--- src/rtl/sd_req_arbiter_if.sv ---
// sd_req_arbiter_if: hps_io-side sd strobe/lba/ack bundle
interface sd_req_arbiter_if #(
   parameter int CHANNELS = 3,
   parameter int LBA_W = 32
);
   logic [CHANNELS-1:0] sd_rd;
   logic [CHANNELS-1:0] sd_wr;
   logic [LBA_W-1:0] sd_lba;
   logic sd_ack;
   modport master (output sd_rd, sd_wr, sd_lba, input sd_ack);
   modport slave (input sd_rd, sd_wr, sd_lba, output sd_ack);
endinterface

--- src/rtl/sd_req_arbiter.sv ---
// sd_req_arbiter: round-robin arbiter turning per-channel rd/wr request edges into one-hot hps_io strobes
module sd_req_arbiter #(
   parameter int CHANNELS = 3,
   parameter int SYNC_STAGES = 3,
   parameter int LBA_W = 32,
   parameter int TIMEOUT = 0,
   localparam int CW = CHANNELS > 1 ? $clog2(CHANNELS) : 1
)(
   input logic clk_100m,
   input logic reset_n,
   input logic [CHANNELS-1:0] req_rd,
   input logic [CHANNELS-1:0] req_wr,
   input logic [CHANNELS*LBA_W-1:0] req_lba,
   sd_req_arbiter_if.master sd,
   output logic [CHANNELS-1:0] done,
   output logic [CHANNELS-1:0] err,
   output logic busy,
   output logic [CW-1:0] active_ch
);
   typedef enum logic [1:0] {IDLE, ISSUE, ACK_LO} state_t;
   state_t state;
   logic [CHANNELS-1:0] sync_rd [SYNC_STAGES];
   logic [CHANNELS-1:0] sync_wr [SYNC_STAGES];
   logic [CHANNELS-1:0] hist_rd, hist_wr, rise_rd, rise_wr, pend_rd, pend_wr, clr_rd, clr_wr;
   logic [CHANNELS-1:0] gnt_oh, act_oh;
   logic [CW-1:0] ptr, gnt_ch;
   logic gnt_any, gnt_wr;
   logic [31:0] cnt;

   assign rise_rd = sync_rd[SYNC_STAGES-1] & ~hist_rd;
   assign rise_wr = sync_wr[SYNC_STAGES-1] & ~hist_wr;
   assign gnt_oh = CHANNELS'(1) << gnt_ch;
   assign act_oh = CHANNELS'(1) << active_ch;
   assign busy = state != IDLE;

   // synchronise the async request levels, then keep one history flop for edge detection
   always_ff @(posedge clk_100m) begin
      if (!reset_n) begin
         sync_rd <= '{default: '0};
         sync_wr <= '{default: '0};
         hist_rd <= '0;
         hist_wr <= '0;
      end else begin
         sync_rd[0] <= req_rd;
         sync_wr[0] <= req_wr;
         for (int i = 1; i < SYNC_STAGES; i++) begin
            sync_rd[i] <= sync_rd[i-1];
            sync_wr[i] <= sync_wr[i-1];
         end
         hist_rd <= sync_rd[SYNC_STAGES-1];
         hist_wr <= sync_wr[SYNC_STAGES-1];
      end
   end

   // pending bits: a fresh rise wins over the grant clear so a re-request on the serviced channel survives
   always_ff @(posedge clk_100m) begin
      if (!reset_n) begin
         pend_rd <= '0;
         pend_wr <= '0;
      end else begin
         pend_rd <= (pend_rd & ~clr_rd) | rise_rd;
         pend_wr <= (pend_wr & ~clr_wr) | rise_wr;
      end
   end

   // round-robin search starting at ptr; the lowest offset wins, and write beats read within a channel
   always_comb begin
      logic [CW-1:0] c;
      c = '0;
      gnt_any = 1'b0;
      gnt_ch = '0;
      gnt_wr = 1'b0;
      for (int i = CHANNELS - 1; i >= 0; i--) begin
         c = CW'((int'(ptr) + i) % CHANNELS);
         if (pend_rd[c] | pend_wr[c]) begin
            gnt_any = state == IDLE;
            gnt_ch = c;
            gnt_wr = pend_wr[c];
         end
      end
      clr_wr = gnt_any && gnt_wr ? gnt_oh : '0;
      clr_rd = gnt_any && !gnt_wr ? gnt_oh : '0;
   end

   // grant, hold the strobe until ack or timeout, then wait for ack low and pulse done
   always_ff @(posedge clk_100m) begin
      if (!reset_n) begin
         state <= IDLE;
         sd.sd_rd <= '0;
         sd.sd_wr <= '0;
         sd.sd_lba <= '0;
         done <= '0;
         err <= '0;
         active_ch <= '0;
         ptr <= '0;
         cnt <= '0;
      end else begin
         done <= '0;
         err <= '0;
         case (state)
            IDLE: if (gnt_any) begin
               sd.sd_rd <= gnt_wr ? '0 : gnt_oh;
               sd.sd_wr <= gnt_wr ? gnt_oh : '0;
               sd.sd_lba <= req_lba[gnt_ch*LBA_W +: LBA_W];
               active_ch <= gnt_ch;
               ptr <= gnt_ch == CW'(CHANNELS - 1) ? '0 : gnt_ch + 1'b1;
               cnt <= '0;
               state <= ISSUE;
            end
            ISSUE: if (sd.sd_ack) begin
               sd.sd_rd <= '0;
               sd.sd_wr <= '0;
               state <= ACK_LO;
            end else if (TIMEOUT != 0 && cnt == 32'(TIMEOUT - 1)) begin
               sd.sd_rd <= '0;
               sd.sd_wr <= '0;
               err <= act_oh;
               state <= IDLE;
            end else begin
               cnt <= cnt + 1;
            end
            ACK_LO: if (!sd.sd_ack) begin
               done <= act_oh;
               state <= IDLE;
            end
            default: state <= IDLE;
         endcase
      end
   end
endmodule

--- src/flat_wrapper.sv ---
// flat-port wrapper written by rule: the top's interface ports become plain ports
module sd_req_arbiter_flat 
#(
   parameter int CHANNELS = 3,
   parameter int SYNC_STAGES = 3,
   parameter int LBA_W = 32,
   parameter int TIMEOUT = 0,
   localparam int CW = CHANNELS > 1 ? $clog2(CHANNELS) : 1
)
  (clk_100m, reset_n, req_rd, req_wr, req_lba, done, err, busy, active_ch, sd_sd_rd, sd_sd_wr, sd_sd_lba, sd_sd_ack);
  sd_req_arbiter_if #(.CHANNELS(CHANNELS), .LBA_W(LBA_W)) sd_i ();
  input logic clk_100m;
  input logic reset_n;
  input logic [CHANNELS-1:0] req_rd;
  input logic [CHANNELS-1:0] req_wr;
  input logic [CHANNELS*LBA_W-1:0] req_lba;
  output logic [CHANNELS-1:0] done;
  output logic [CHANNELS-1:0] err;
  output logic busy;
  output logic [CW-1:0] active_ch;
  output wire logic [$bits(sd_i.sd_rd)-1:0] sd_sd_rd;
  output wire logic [$bits(sd_i.sd_wr)-1:0] sd_sd_wr;
  output wire logic [$bits(sd_i.sd_lba)-1:0] sd_sd_lba;
  input wire logic [$bits(sd_i.sd_ack)-1:0] sd_sd_ack;
  assign sd_sd_rd = sd_i.sd_rd;
  assign sd_sd_wr = sd_i.sd_wr;
  assign sd_sd_lba = sd_i.sd_lba;
  assign sd_i.sd_ack = sd_sd_ack;
  sd_req_arbiter #(.CHANNELS(CHANNELS), .SYNC_STAGES(SYNC_STAGES), .LBA_W(LBA_W), .TIMEOUT(TIMEOUT)) u_core (.clk_100m(clk_100m), .reset_n(reset_n), .req_rd(req_rd), .req_wr(req_wr), .req_lba(req_lba), .sd(sd_i), .done(done), .err(err), .busy(busy), .active_ch(active_ch));
endmodule
--- config.mk ---
export PLATFORM = sky130hd
export DESIGN_NAME = sd_req_arbiter_flat
export DESIGN_NICKNAME = d
export VERILOG_FILES = /design/src/rtl/sd_req_arbiter_if.sv /design/src/rtl/sd_req_arbiter.sv /design/src/flat_wrapper.sv
export SDC_FILE = /design/constraint.sdc
export NUM_CORES = 1
export LEC_CHECK = 0
export ABC_CLOCK_PERIOD_IN_PS = 3470
export CORE_MARGIN = 2
export CORE_UTILIZATION = 35
export DETAILED_ROUTE_END_ITERATION = 12
export PLACE_DENSITY = 0.69
export SETUP_SLACK_MARGIN = 0.3
export SYNTH_ARGS = -nofsm -noshare
export SYNTH_HDL_FRONTEND = slang
export SYNTH_SLANG_ARGS = --single-unit
--- constraint.sdc ---
create_clock -name clk_100m -period 3.47 [get_ports clk_100m]
set_input_delay 0.694 -clock clk_100m [delete_from_list [all_inputs] [get_ports clk_100m]]
set_output_delay 0.694 -clock clk_100m [all_outputs]
set_load 0.02 [all_outputs]
== After elaboration in Yosys (flattened, before gate mapping) ==
Cells that the tools add are included.
W data, S select, Z words.
Operators by class
  magnitude comparators: 3
  muxes and demuxes: 35
  $add $sub $neg: 3
  equality and inequality tests: 6
  div/mod/pow operators: 3
  bitwise logic cells: 15
  reduce and logical (&&, ||, !) cells: 10
  shift-type cells: 3
Operators by type and width (count)
  $shiftx A96 B8 Y32: 1
  $mod A32 B3 Y32 const B: 2
  $mod A3 B3 Y32 const B: 1
  $mux W3: 7
  $mux W2: 7
  $and A3 B3 Y3: 4
  $bmux W1 S2: 6
  $mux W1: 12
  $not A3 Y3: 4
  $pmux W3 S2: 2
  $lt A2 B3 Y1 const B: 3
  $or A3 B3 Y3: 2
  $pmux W2 S3: 1
  $reduce_and A3 Y1: 2
  $shl A1 B2 Y3 const A: 2
  $eq A2 B2 Y1 const B: 2
  $ne A2 B2 Y1 const B: 2
  $reduce_bool A2 Y1: 2
  $add A2 B1 Y3 const B: 1
  $add A2 B2 Y3 const B: 1
  $or A1 B1 Y1: 3
  $reduce_or A3 Y1: 1
  $add A2 B1 Y2 const B: 1
  $eq A2 B1 Y1 const B: 1
  other kinds (6): 8
Storage, ports and cells
  word-level logic and storage cells: 95
  flip-flop bits (word level): 77
  output and inout port bits: 47
  input port bits: 105

== Logic depth before layout (Yosys ltp) ==
Gate-level depths: netlist (run 1).
  depth in word-level cells: 14
  gate-level depth with buffers: 11
  mapped depth without buffers: 8

== Worst setup path before layout (run 1) ==
OpenSTA, ideal clock, no wires.
  path kind: reg-to-reg
  start: reg u_core.ptr[0]
  end: reg u_core.pend_wr[2]
  arrival: 2189 ps
  stages on the path, launching flop included: 10
  data required time: 3350 ps
  path slack: 1161 ps
  cell sequence: dfxtp_1 > inv_1 > ha_1 > buf_4 > nor3_1 > a311oi_1 > or3_4 > o211ai_4 > nand2_2 > o31a_1
Between the ends
  word-level cells in the longest chain between the ends: 13
Ends and longest elaborated chain
  from (decl): line sd_req_arbiter.sv:26  | logic [CW-1:0] ptr, gnt_ch;
  from (signal assigned): line sd_req_arbiter.sv:106  | ptr <= gnt_ch == CW'(CHANNELS - 1) ? '0 : gnt_ch + 1'b1;
  $add A2 B2 Y3: line sd_req_arbiter.sv:74  | c = CW'((int'(ptr) + i) % CHANNELS);
  $mod A32 B3 Y32: line sd_req_arbiter.sv:74
  $bmux W1 S2, on equally long branches: line sd_req_arbiter.sv:75, sd_req_arbiter.sv:78
  $mux W1, on equally long branches: line sd_req_arbiter.sv:75, sd_req_arbiter.sv:78
  $or A1 B1 Y1: line sd_req_arbiter.sv:75  | if (pend_rd[c] | pend_wr[c]) begin
  $mux W2 or $mux W1 (tied branches) (3 in a row): line sd_req_arbiter.sv:75
  $shl A1 B2 Y3 or $logic_and A1 B1 Y1 (tied branches): line sd_req_arbiter.sv:32, sd_req_arbiter.sv:81
  $mux W3 (*): line sd_req_arbiter.sv:81  | clr_wr = gnt_any && gnt_wr ? gnt_oh : '0;
  $not A3 Y3 (*): line sd_req_arbiter.sv:62  | pend_wr <= (pend_wr & ~clr_wr) | rise_wr;
  $and A3 B3 Y3 (*): line sd_req_arbiter.sv:62
  $or A3 B3 Y3 (*): line sd_req_arbiter.sv:62
  to (signal assigned): line sd_req_arbiter.sv:62
  to (decl): line sd_req_arbiter.sv:24  | logic [CHANNELS-1:0] hist_rd, hist_wr, rise_rd, rise_wr, pend_rd, pend_wr, clr_rd, clr_wr;
Mark *: on every way between the ends. The rest lies on a longest branch, timed or not. The select of a mux whose other input is x is not followed.
A chain may end at the register's enable or synchronous reset.

== Worst setup path after layout (run 1) ==
  start: reg u_core.ptr[0]
  end: reg u_core.sd.sd_lba[16]
Between the ends
  word-level cells in the longest chain between the ends: 9
Ends and longest elaborated chain
  $add A2 B2 Y3: line sd_req_arbiter.sv:74
  $mod A32 B3 Y32: line sd_req_arbiter.sv:74
  $bmux W1 S2: line sd_req_arbiter.sv:75
  $mux W1 (not written as such): line sd_req_arbiter.sv:75
  $or A1 B1 Y1: line sd_req_arbiter.sv:75
  $mux W2 or $mux W1 (tied branches) (3 in a row): line sd_req_arbiter.sv:75
  $shiftx A96 B8 Y32 or $reduce_and A2 Y1 (tied branches)
  to (signal assigned): line sd_req_arbiter.sv:104  | sd.sd_lba <= req_lba[gnt_ch*LBA_W +: LBA_W];
  to (decl): line sd_req_arbiter_if.sv:10  | modport master (output sd_rd, sd_wr, sd_lba, input sd_ack);
Parallel ways exist; a longest one is shown, timed or not. The select of a mux whose other input is x is not followed.

==> summary.txt, run 1 <==
Die
  – Die height: 102 um
  – Full die area: 10300 um2
  – Core Region: 9240 um2
  – Initial Utilization: 36.1%
  – Num ports: 152
  – Row count: 35
  – Die Wd: 102 um

Clock network
  – Clock sinks: 77
  – Worst skew pair latency: 0.36 ns
  – Setup bufs post-CTS: 0
  – CTS Buf Count: 9
  – Htree depth: 3
  – CTS tree: yes
  – CTS root buffer: clkbuf_8
  – Clock Path Buffers: 2
  – Reg clk slew, reported paths: 0.08 ns

Finish
  – Nets: 610
  – Ratio of cells with drive above 1 in the final layout: 6.72%
  – Diode count: 0
  – Commonest non-fill, non-tap cell in the layout: clkdlybuf4s50_1
  – Most frequent cells in the layout: 147 x clkdlybuf4s50_1, 77 x dfxtp_1, 43 x nand2_1, 35 x o21ai_0, 33 x a21oi_1
  – Final Non-Filler Cells: 635
  – Area added between synthesis and finish: 52.9%

Setup path
  – Worst r2r path cells: 9
  – Startpoint types: register
  – Crit Reg-Reg Startpoint: u_core.ptr[0]
  – CP max stage delay: 0.47 ns
  – CP required: 3.74 ns
  – Setup Crit Path Kind: register to register
  – Crit path launch: u_core.ptr[0]
  – CP max FO: 20
  – Cells along the critical path: inv_1, ha_1, nor3_1, a311oi_1, or3_4, o211ai_4, buf_4, a221oi_1, a21oi_1
  – CP Capture Point: u_core.sd.sd_lba[16]
  – Worst reg2reg path endpoint: u_core.sd.sd_lba[16]
  – Crit. End Element: register
  – Critical path's slowest cell: ha_1
  – Data arrival, critical path: 3.18 ns
  – FF-to-FF setup slack: 0.56 ns

Synthesis
  – Yosys warnings: 0
  – Register area share after synthesis: 46.2%
  – Number of distinct library cells after synthesis: 48
  – Ranking of synthesized cells by area: dfxtp_1 46%, a221oi_1 8.4%, o21ai_0 5.2%
  – Most used DFF post-synth: dfxtp_1
  – Synth area leader: dfxtp_1
  – Post-synth top area share: 46.2%
  – Gate count after technology mapping: 364
  – Post-synth ARST share: 0%
  – Post-synth EDFFs: 0
  – Synth Register Bits: 77
  – Avg Synthesized Cell Area: 9.17 um2
  – Mapped Area: 3340 um2

Detailed routing
  – Routed wire length: 9770 um
  – DR vias/cell: 5.16
  – Routed Antenna Nets: 0
  – Total iterations of the first detailed-routing run: 5
  – Drt initial violations: 139
  – Vias: 3279
  – Drt wl/cell: 15.4 um
  – DRC: 0

Power
  – Power Dens Cells: 626 nW/um2
  – Leakage: 1.94 nW
  – VDD IR max: 258 uV

GRT
  – Largest net degree at the start of global routing: 46
  – Antenna violations before repair: 0
  – Global-route wire length before repair: 15100 um
  – Vias in the first global route: 3126
  – Global route overflow: 0
  – GRT Overall Usage: 18.9%

Timing
  – Final Hold Viols: 0
  – Final Setup Violations: 0
  – Period utilization: 83.8%
  – Clock Skew: 0.0111 ns
  – Final TNS setup: 0 ns
  – Relative slew slack: 56.4%
  – Worst hold margin: 0.437 ns
  – RSZ-0062 raised after global routing: false
  – Peak Freq: 344 MHz
  – Post-layout min period: 2.91 ns
  – Max-slew violation count: 0
  – Slew of the pin with the lowest slew margin: 0.653 ns

Run status
  – Outcome: completed

Job
  – Max-Cap Viols: 0

Placement
  – Final RePlAce weighted congestion: 0.801
  – Buffers added on ports: 148
  – Dpl cells: 619
  – Detailed placer's ending HPWL: 7220 um

Hold path
  – Hold crit path type: register to register
-- worst min path at each step --
stage,start,endpoint,cells past startpoint
final,u_core.sync_wr[3],u_core.sync_wr[0],1
after global routing,u_core.sync_wr[3],u_core.sync_wr[0],1
after CTS,u_core.sync_wr[3],u_core.sync_wr[0],1
after detailed placement,u_core.sync_rd[6],u_core.sync_rd[3],1
after global placement,u_core.sync_wr[6],u_core.sync_wr[3],1
after floorplan,u_core.sync_rd[3],u_core.sync_rd[0],1
-- power breakdown --
group	internal, mW	total, mW	leakage, nW	switching [mW]
combinational	0.604	1.36	1.20	0.752
clock	0.351	0.716	0.109	0.365
sequential	1.04	1.12	0.631	0.0824
total	2.00	3.20	1.94	1.20
-- critical path, delay by kind of cell, from the launching register on --
family | cells | cell delay [ns]
compound gates | 4 | 0.90
fa+ha+maj | 1 | 0.47
buf+inv | 2 | 0.43
flops | 1 | 0.40
simple gates | 2 | 0.63
-- routing by layer --
metal	global-route usage (%)	vias to the layer above	part of all wire (%)	routed length, um
met5	0	-	0	0
met4	7.48	0	1.5	148
met3	6.69	12	8.0	782
met2	31.3	105	50	4900
met1	22.3	1563	40	3940
li1	-	1599	-	-
-- through the flow --
stage / total power, mW / instance area [um2] / setup slack [ns] / utilization [%]
2_1_floorplan: 1.93 / 3350 / 1.16 / -
6_report: 3.20 / 5100 / 0.563 / 55.2
4_1_cts: 3.22 / 5090 / 0.425 / 55.1
3_5_place_dp: 2.49 / 4880 / 0.440 / 52.8
5_1_grt: 3.39 / 5100 / 0.390 / 55.2
3_3_place_gp: 2.47 / 4880 / 0.670 / 52.8
-- state kept, by name (all words and copies together), names as in the netlist --
register / count
u_core.sync_wr: 9
u_core.sd.sd_lba: 32
u_core.hist_rd: 3
u_core.state: 2
u_core.done: 3
u_core.sync_rd: 9
u_core.ptr: 2
u_core.hist_wr: 3
u_core.sd.sd_wr: 3
u_core.pend_wr: 3
u_core.active_ch: 2
u_core.sd.sd_rd: 3
u_core.pend_rd: 3
-- Yosys cell counts (7+ instances only) --
cell type,instances
nor2b_1,7
o2bb2ai_1,7
a21oi_1,33
nand2_1,43
o21a_1,7
a221oi_1,32
and2_1,24
dfxtp_1,77
o21ai_0,35
clkbuf_1,12
buf_2,9
-- cells by family (layout without fill, tap and decap cells) --
kind of cell | after synthesis | after routing | share of synthesized area, %
compound gates | 139 | 139 | 28.4
xor+xnor | 1 | 1 | 0.262
fa+ha+maj | 4 | 4 | 1.50
buf+inv | 36 | 176 | 5.73
flops | 77 | 77 | 46.2
mux | 7 | 7 | 2.25
other cells | 1 | 3 | 0.112
simple gates | 99 | 99 | 15.5
-- final cells by class --
cell class	count	area, um2
Sequential cell	77	1540
Multi-Input combinational cell	253	1630
Fill cell	850	4140
Inverter	6	22.5
Tap cell	129	161
Clock inverter	7	87.6
Clock buffer	9	124
Timing Repair Buffer	154	1530
-- timing repair --
item,4_1_cts,5_1_grt
resized for setup,0,2
endpoints found under the setup margin,0,26
hold buffers,0,0
Note: power is estimated with default switching activity, not from simulation.
==> run 2: changes to the inputs <==
--- a/config.mk
+++ b/config.mk
@@ -5,7 +5,7 @@
 export SDC_FILE = /design/constraint.sdc
 export NUM_CORES = 1
 export LEC_CHECK = 0
-export ABC_CLOCK_PERIOD_IN_PS = 3470
+export ABC_CLOCK_PERIOD_IN_PS = 3040
 export CORE_MARGIN = 2
 export CORE_UTILIZATION = 35
 export DETAILED_ROUTE_END_ITERATION = 12
==> constraint.sdc (replaced) <==
create_clock -name clk_100m -period 3.04 [get_ports clk_100m]
set_input_delay 0.608 -clock clk_100m [delete_from_list [all_inputs] [get_ports clk_100m]]
set_output_delay 0.608 -clock clk_100m [all_outputs]
set_load 0.02 [all_outputs]
==> run 2 against run 1 <==
Count of clock-buffer cells in the layout unchanged. Die area stayed put. Sequential cell count did not move. Global-route usage rose by 0.35 points. Worst hold slack improved by 0.0021 ns. Critical endpoint is now u_core.sd.sd_lba[11]. Largest cell class unchanged.
==> summary.txt, run 2 (synthesis gave the netlist of run 1 again) <==
Detailed routing
  – Routed Antenna Nets: 0
  – DRC: 0
  – Top routing layer used: met4
  – WL met2: 4950 um
  – WL met3: 623 um
  – Wl on met1: 4240 um
  – Routed wire length: 10100 um
  – Vias: 3285
  – Drt initial violations: 211
  – Drt wl/cell: 15.7 um
  – Total iterations of the first detailed-routing run: 4
  – DR vias/cell: 5.12

Setup path
  – CP max stage delay: 0.42 ns
  – CP bufs+invs: 2
  – Setup Crit Path Kind: register to register
  – FF-to-FF setup slack: 0.47 ns
  – Crit. End Element: register
  – CP max FO: 15
  – Data arrival, critical path: 2.81 ns
  – Critical path's slowest cell: dfxtp_1
  – Cells along the critical path: inv_1, ha_1, nand3b_1, o21ai_1, nor2_4, mux2_4, buf_12, a221oi_1, a21oi_1
  – CP required: 3.27 ns
  – Startpoint types: register
  – Cell family with most CP delay: compound AO/OA/AOI/OAI gates

Run status
  – Outcome: completed

GRT
  – Global-route wire length before repair: 15400 um
  – GRT Overall Usage: 19.2%
  – Global route overflow: 0
  – Vias in the first global route: 3125
  – Largest net degree at the start of global routing: 36
  – Antenna violations before repair: 0

Finish
  – Nets: 616
  – Most frequent cells in the layout: 147 x clkdlybuf4s50_1, 77 x dfxtp_1, 43 x nand2_1, 35 x o21ai_0, 33 x a21oi_1
  – Area added between synthesis and finish: 54.5%
  – Commonest non-fill, non-tap cell in the layout: clkdlybuf4s50_1
  – Reg with most FFs: u_core.sd.sd_lba
  – Diode count: 0
  – Ratio of cells with drive above 1 in the final layout: 8.40%
  – Final core occ: 55.8%
  – Biggest regs: u_core.sd.sd_lba (32), u_core.sync_rd (9), u_core.sync_wr (9)
  – Max reg flops: 32

Placement
  – Detailed placer's ending HPWL: 7340 um
  – Buffers added on ports: 148
  – Final RePlAce weighted congestion: 0.851
  – Post-place setup slack: 0.124 ns

Clock network
  – Worst skew pair latency: 0.35 ns
  – Clock sinks: 77
  – Htree depth: 3
  – CTS root buffer: clkbuf_8
  – CTS tree: yes
  – CTS Buf Count: 9
  – Clock Path Buffers: 2
  – Reg clk slew, reported paths: 0.09 ns

Job
  – Max-Cap Viols: 0

Timing
  – Final Hold Viols: 0
  – Fin worst setup slack: 0.469 ns
  – Peak Freq: 389 MHz
  – Worst hold margin: 0.439 ns
  – Final Setup Violations: 0
  – Clock Skew: 0.0110 ns
  – Max-slew violation count: 0
  – Final TNS setup: 0 ns
  – Relative slew slack: 58.0%
  – Period utilization: 84.6%
  – RSZ-0062 raised after global routing: false
  – Post-layout min period: 2.57 ns
  – Slew of the pin with the lowest slew margin: 0.623 ns

Die
  – Num ports: 152
  – Row count: 35
  – Core Region: 9240 um2
  – Initial Utilization: 36.1%
  – Full die area: 10300 um2
  – Die height: 102 um
  – Die Wd: 102 um

Hold path
  – Hold crit path type: register to register

Power
  – VDD IR max: 380 uV
  – Leakage: 1.96 nW
  – Power Dens Cells: 702 nW/um2
[run 2: cell types whose count changed in the layout (fill, tap and decap cells not counted), sizes merged]
| cell | change |
|---|---|
| buf | +5 |
| clkinvlp | +2 |
| inv | -1 |
| mux2 | +1 |
| bufinv | -1 |
[run 2: layer usage]
metal	vias up	GRT usage, %
li1	1616	-
met1	1532	22.9
met2	117	32.2
met3	20	5.87
met4	0	8.00
met5	-	0
[run 2: stage by stage]
stage | instance area (um2) | total power, mW | cells
after floorplan | 3350 | 2.21 | 366
after global placement | 4890 | 2.82 | 622
after detailed placement | 4890 | 2.83 | 622
after CTS | 5090 | 3.60 | 638
after global routing | 5160 | 3.83 | 641
final | 5160 | 3.62 | 641
[run 2: final timing paths]
| check | from | to | depth (start not counted) |
|---|---|---|---|
| min reg2reg | u_core.sync_wr[3] | u_core.sync_wr[0] | 1 |
| max | u_core.ptr[1] | u_core.sd.sd_lba[11] | 9 |
| min | u_core.sync_wr[3] | u_core.sync_wr[0] | 1 |
| max reg2reg | u_core.ptr[1] | u_core.sd.sd_lba[11] | 9 |
[run 2: what timing repair did]
item                       CTS  global route
setup endpoints to repair   28            45
buffers inserted             0             2
gates cloned                 0             1
pin swaps                    0             1
resized for setup            2             6
hold buffers                 0             0
[run 2: layout make-up]
cell class,count,area [um2]
clock inverter,7,63.8
inverter,6,22.5
timing repair buffer,159,1570
multi-input combinational,254,1670
clock buffer,9,124
tap,129,161
fill,837,4080
sequential,77,1540
[run 2: report_power, final]
part | leakage (nW) | switching, mW | internal (mW)
clock | 0.0903 | 0.427 | 0.315
sequential | 0.631 | 0.0969 | 1.19
combinational | 1.24 | 0.858 | 0.737
